$ cat config.mk
export PLATFORM = sky130hd
export DESIGN_NAME = reg_file_scoreboard
export DESIGN_NICKNAME = d
export VERILOG_FILES = /design/src/rtl/reg_file_scoreboard.sv
export SDC_FILE = /design/constraint.sdc
export NUM_CORES = 2
export LEC_CHECK = 0
export CAP_MARGIN = 20
export CORE_ASPECT_RATIO = 0.8
export CORE_MARGIN = 2
export CORE_UTILIZATION = 38
export DETAILED_ROUTE_END_ITERATION = 7
export PLACE_DENSITY = 0.61
export SLEW_MARGIN = 30
export SYNTH_ARGS = -nofsm -noshare
export SYNTH_HDL_FRONTEND = slang
export SYNTH_SLANG_ARGS = --single-unit
$ cat constraint.sdc
create_clock -name clk -period 3.4 [get_ports clk]
set_input_delay 0.51 -clock clk [delete_from_list [all_inputs] [get_ports clk]]
set_output_delay 0.51 -clock clk [all_outputs]
set_load 0.02 [all_outputs]
$ cat src/rtl/reg_file_scoreboard.sv
`default_nettype none
// ============================================================================
// Module      : reg_file_scoreboard
// Description : Multi-read / single-write register file with x0 tied to zero,
//               an a0 tap and a per-register busy scoreboard with stall output.
//               Define REGFILE_BYPASS_EN for same-cycle write-to-read forwarding.
// Revision    : 1.0 - initial release
// ============================================================================
module reg_file_scoreboard #(
  parameter int ADDRESS_WIDTH = 5,
  parameter int DATA_WIDTH    = 32,
  parameter int NUM_READ      = 2,
  parameter int A0_INDEX      = 10
) (
  input  logic                              clk,
  input  logic                              rst_n,
  input  logic [NUM_READ*ADDRESS_WIDTH-1:0] AD_R,
  output logic [NUM_READ*DATA_WIDTH-1:0]    RD,
  output logic [NUM_READ-1:0]               RBUSY,
  output logic                              STALL,
  input  logic [NUM_READ-1:0]               RVLD,
  input  logic [ADDRESS_WIDTH-1:0]          AD3,
  input  logic                              WE3,
  input  logic [DATA_WIDTH-1:0]             WD3,
  input  logic                              ISSUE,
  input  logic [ADDRESS_WIDTH-1:0]          ISSUE_AD,
  output logic [DATA_WIDTH-1:0]             a0
);

  localparam int c_DEPTH = 2 ** ADDRESS_WIDTH;

  logic [DATA_WIDTH-1:0] r_regs [c_DEPTH];
  logic [c_DEPTH-1:0]    r_busy;

  always_ff @(posedge clk or negedge rst_n) begin
    if (!rst_n) begin
      for (int i = 0; i < c_DEPTH; i++) begin
        r_regs[i] <= '0;
      end
    end else if (WE3 && (AD3 != '0)) begin
      r_regs[AD3] <= WD3;
    end
  end

  // Entry 0 is never written after reset, so busy[0] stays 0.
  // Issue beats writeback: the newly issued producer supersedes the old one.
  always_ff @(posedge clk or negedge rst_n) begin
    if (!rst_n) begin
      r_busy <= '0;
    end else begin
      for (int i = 1; i < c_DEPTH; i++) begin
        if (ISSUE && (ISSUE_AD == ADDRESS_WIDTH'(i))) begin
          r_busy[i] <= 1'b1;
        end else if (WE3 && (AD3 == ADDRESS_WIDTH'(i))) begin
          r_busy[i] <= 1'b0;
        end
      end
    end
  end

  assign a0 = r_regs[A0_INDEX];

  for (genvar k = 0; k < NUM_READ; k++) begin : g_read
    logic [ADDRESS_WIDTH-1:0] w_ad;
    assign w_ad = AD_R[k*ADDRESS_WIDTH +: ADDRESS_WIDTH];
`ifdef REGFILE_BYPASS_EN
    logic w_wr_hit;
    logic w_issue_hit;
    // Forwarding is gated by rst_n so outputs stay zero throughout reset.
    assign w_wr_hit    = rst_n && WE3 && (AD3 == w_ad) && (w_ad != '0);
    assign w_issue_hit = ISSUE && (ISSUE_AD == w_ad);
    assign RD[k*DATA_WIDTH +: DATA_WIDTH] = w_wr_hit ? WD3 :
                                            ((w_ad == '0) ? '0 : r_regs[w_ad]);
    assign RBUSY[k] = r_busy[w_ad] & ~(w_wr_hit & ~w_issue_hit);
`else
    assign RD[k*DATA_WIDTH +: DATA_WIDTH] = (w_ad == '0) ? '0 : r_regs[w_ad];
    assign RBUSY[k] = r_busy[w_ad];
`endif
  end

  assign STALL = |(RBUSY & RVLD);

endmodule
`default_nettype wire

== After elaboration in Yosys (flattened, before gate mapping) ==
Cells that the tools add are included.
Widths: inputs -> output; s select.

* Multiplexer cells: 77
* Eq/ne operators: 62
* Reduce and logical (&&, ||, !) cells: 99
* Bitwise gates (word level): 4
* Magnitude comparators: 6

{| class="wikitable"
|+ Operators with widths
! cell !! count
|-
| $bwmux 1024 || 1
|-
| $bmux 32 s5 || 2
|-
| $mux 32 || 7
|-
| $demux 32 s5 || 1
|-
| $eq 5x5->1 const B || 32
|-
| $eq 5x4->1 const B || 16
|-
| $logic_and 1x1->1 || 64
|-
| $mux 1 || 64
|-
| $reduce_bool 2->1 || 31
|-
| $eq 5x3->1 const B || 8
|-
| $eq 5x2->1 const B || 4
|-
| $ge 6x6->1 const B || 3
|-
| $not 5->6 || 3
|-
| $lt 5x6->1 const B || 2
|-
| $bmux 1 s5 || 2
|-
| $eq 5x1->1 const B || 2
|-
| $logic_not 5->1 || 2
|-
| $lt 6x1->1 const B || 1
|-
| $reduce_bool 5->1 || 1
|-
| $and 2x2->2 || 1
|-
| $reduce_or 2->1 || 1
|}

* Word-level logic and storage cells: 311
* Output and inout bits: 99
* Bits of input ports: 58
* Register bits: 1055

== Logic depth before layout (Yosys ltp) ==
* Depth in word-level cells: 6
* Gate-level depth with buffers: 11
* Gate-level depth less buffers: 6

== Worst setup path before layout ==
Ideal clock, no wire load.

* Kind: in2out
* From: in AD_R[0]
* To: out STALL
* Path buffers: 3
* Data arrival time: 2307 ps
* Setup slack: 583 ps
* Stages: 8
* Required time: 2890 ps
* Cells stage by stage: buf_2 -> buf_6 -> buf_4 -> or4_1 -> nand4_1 -> nor2_1 -> nor3_2 -> a22o_1

* Longest elaborated chain between the ends: 4

{| class="wikitable"
|+ RTL lines
! item !! RTL line !! text
|-
| start: declaration || 17 || <nowiki>input logic [NUM_READ*ADDRESS_WIDTH-1:0] AD_R,</nowiki>
|-
| $bmux 1 s5 || 77 || <nowiki>assign RBUSY[k] = r_busy[w_ad];</nowiki>
|-
| $mux 1 (not written as such) || 77 ||
|-
| via RBUSY[0] || 19 || <nowiki>output logic [NUM_READ-1:0] RBUSY,</nowiki>
|-
| $and 2x2->2 || 81 || <nowiki>assign STALL = |(RBUSY & RVLD);</nowiki>
|-
| $reduce_or 2->1 || 81 ||
|-
| end: declaration || 20 || <nowiki>output logic STALL,</nowiki>
|}

The timed path passes the listed nets, and every way through them passes these cells. The select of a mux whose other input is x is not followed.

== Worst setup path after layout ==
* From: in AD_R[5]
* To: out RD[32]

* Longest elaborated chain between the ends: 5
* Elaborated cells on any way between the ends: 6
* Those cells by class: mux: 4; bitwise: 1; reduce/logical: 1

{| class="wikitable"
|+ RTL lines
! item !! RTL line !! text
|-
| $not 5->6 (not written as such) || 76 || <nowiki>assign RD[k*DATA_WIDTH +: DATA_WIDTH] = (w_ad == '0) ? '0 : r_regs[w_ad];</nowiki>
|-
| $bmux 32 s5 || 76 ||
|-
| $mux 32 (not written as such) (2 in a row) || 76 ||
|-
| $mux 32 * || 76 ||
|-
| end: declaration || 18 || <nowiki>output logic [NUM_READ*DATA_WIDTH-1:0] RD,</nowiki>
|}

Every way passes the cells marked *; elsewhere a longest branch is shown, timed or not. The select of a mux whose other input is x is not followed.

==> results_dict.tcl <==
set metrics [dict create \
    port-buffer-count 156 \
    tns_ps 0 \
    routabilityCongestion 0.827 \
    postLayoutCoreUtil_pct 44.4 \
    ioPinCount 157 \
    synth-seq-cells 1055 \
    ant_nets 0 \
    fin_cells 5921 \
    die_area_mm2 0.152 \
    hold_path_class "flop to flop" \
    clkTransAtPathRegs_ps 70 \
    yosysWarnings 1 \
    start_util_pct 38.3 \
    rsz0062_at_grt "yes" \
    status "completed" \
    critPathCaptureType "primary output" \
    overflow 0 \
    dp_worst_setup_slack_ps -355 \
    setup_viol 0 \
    grt_max_degree 108 \
    wl_per_cell_um 30.5 \
    clock_path_buffers 3 \
    hold_start "r_regs[1002]" \
    drive_above_1_share_pct 54.4 \
    finalCriticalPeriod_ps 3350 \
    r2r_slack_ps 2460 \
    arrival_ps 2840 \
    start_kind "input pin" \
    ys.flop_type "dfrtp_1" \
    slew_headroom_pct 49.8 \
    ys_seq_area_share_pct 46.7 \
    num_vias 36000 \
    netlist_instances 3749 \
    clock.fmax_mhz 298 \
    antenna_found_initial 8 \
    reg2reg_from "a0[10]" \
    worstMarginPinSlew_ps 752 \
    syn_nets 3807 \
    chipHeight_um 349 \
    maxCapViolCount 0 \
    initialDrtViolationCount 3288 \
    grt_pass1_wl_um 267000 \
    ys_types 48 \
    vdd_drop_max_mv 0.405 \
    firstDrtPassIters 7 \
    fp.dieW_um 435 \
    ys_async_sr_fraction_pct 100 \
    p_leak_nw 28.2 \
    stdcell_area_mm2 0.0655 \
    numCtsBuffers 106 \
    cts_tree "yes" \
    wl_um 180000 \
    synth-edff-count 0 \
    cp_max_fo 20 \
    required_ps 2890 \
    cts-root-buf "clkbuf_16" \
    dpl.cell_count 5719 \
    postPlaceCellArea_mm2 0.0618 \
    fin_nets 3906 \
    dp.final_hpwl_um 115000 \
    syn_area_mm2 0.0565 \
    mostFrequentLayoutCell "mux2_2" \
    finalMaxSlewViolations 0 \
    grt_pass1_vias 37300 \
    drcViolationCount 0 \
    track_usage_pct 23.8 \
    clock_skew_ps 0 \
    crit_start "AD_R[5]" \
    power_density_mw_per_mm2 574 \
    row_count 126 \
    syn_to_final_growth_pct 15.8 \
    fin_crit_sh_pct 98.6 \
    syn-mean-instance-area_um2 15.1 \
    numClockSinks 1055 \
    core_area_mm2 0.148 \
    viasPerCell 6.09 \
    crit_type "input pin to primary output" \
    hold_violations 0 \
    clk-insertion-delay-late_ps 720 \
    cts_htree_levels 3 \
    final_cell_mix "1050 x mux2_2, 1048 x dfrtp_1, 517 x mux4_2" \
    fin_ws_ps 46.8 \
]
path summary, 6_finish.rpt:
path / endpoint / cells past startpoint
worst max-delay path: RD[32] / 9
worst min-delay path: r_regs[1002] / 0
worst max register to register: a0[10] / 2
worst min register to register: r_regs[1002] / 0
max in group asynchronous: r_regs[783] / 3
min in group asynchronous: r_regs[633] / 2
cells by family (layout without fill, tap and decap cells):
family	after synthesis	count (layout)	share of synthesized area, %
muxes	1712	1712	44.1
buffers and inverters	515	702	4.31
AOI/OAI and AO/OA	280	280	3.38
and+or+nand+nor	187	187	1.50
other	0	1	0
DFF	1055	1055	46.7
state kept, by name (all words and copies together) (netlist names):
| name | count |
|---|---|
| r_regs | 992 |
| a0 | 32 |
| r_busy | 31 |
power by group:
part / switching, mW / internal (mW)
clock network: 5.30 / 6.94
logic: 3.45 / 5.06
registers: 1.86 / 15.0
total: 10.6 / 27.0
per-stage QoR:
step                hold WS, ps  power (mW)
finish                      382        37.6
global route                391        39.2
CTS                         373        37.8
detailed placement          363        25.6
global placement            361        25.3
floorplan                   214        22.5
worst max-delay path, cell delays in order:
cell,delay [ps]
buf_8,180
buf_12,230
buf_4,170
buf_4,150
mux4_2,510
mux2_2,270
a22oi_1,280
a21oi_1,250
buf_4,230
routing by layer:
layer / part of all wire (%) / vias up / track usage [%]
met5: 0.0044 / - / 0
li1: - / 14600 / -
met1: 44 / 19800 / 34.1
met4: 3.3 / 2 / 7.27
met2: 46 / 1296 / 37.3
met3: 6.1 / 279 / 3.71
synth_stat cells, types with 41 or more instances:
master / count / area share, %
dfrtp_1: 1055 / 47
mux2_2: 1050 / 21
mux4_2: 517 / 21
clkbuf_1: 219 / 1.5
mux2i_1: 145 / 2.6
buf_2: 112 / 0.99
a21oi_1: 73 / 0.65
buf_4: 67 / 0.89
nand2_1: 67 / 0.45
nor2_1: 63 / 0.42
o22ai_1: 57 / 0.63
buf_1: 48 / 0.32
o221ai_1: 41 / 0.64
area by class of cell:
class                      instances  area [um2]
antenna                            1        2.50
clock buffer                     148        3040
tap                             1984        2480
sequential                      1055       26400
inverter                          54         205
fill                           13200       82100
timing repair buffer             452        4930
multi-input combinational       2179       27900
clock inverter                    48         522
repair_timing:
action                     in CTS  in global routing
resized for setup              68                 16
cloned                          1                  0
hold buffers                    1                  0
hold endpoints to repair       45                  0
setup endpoints to repair      57                 14
buffers inserted                3                  0
Power figures use the tool's default switching activity.
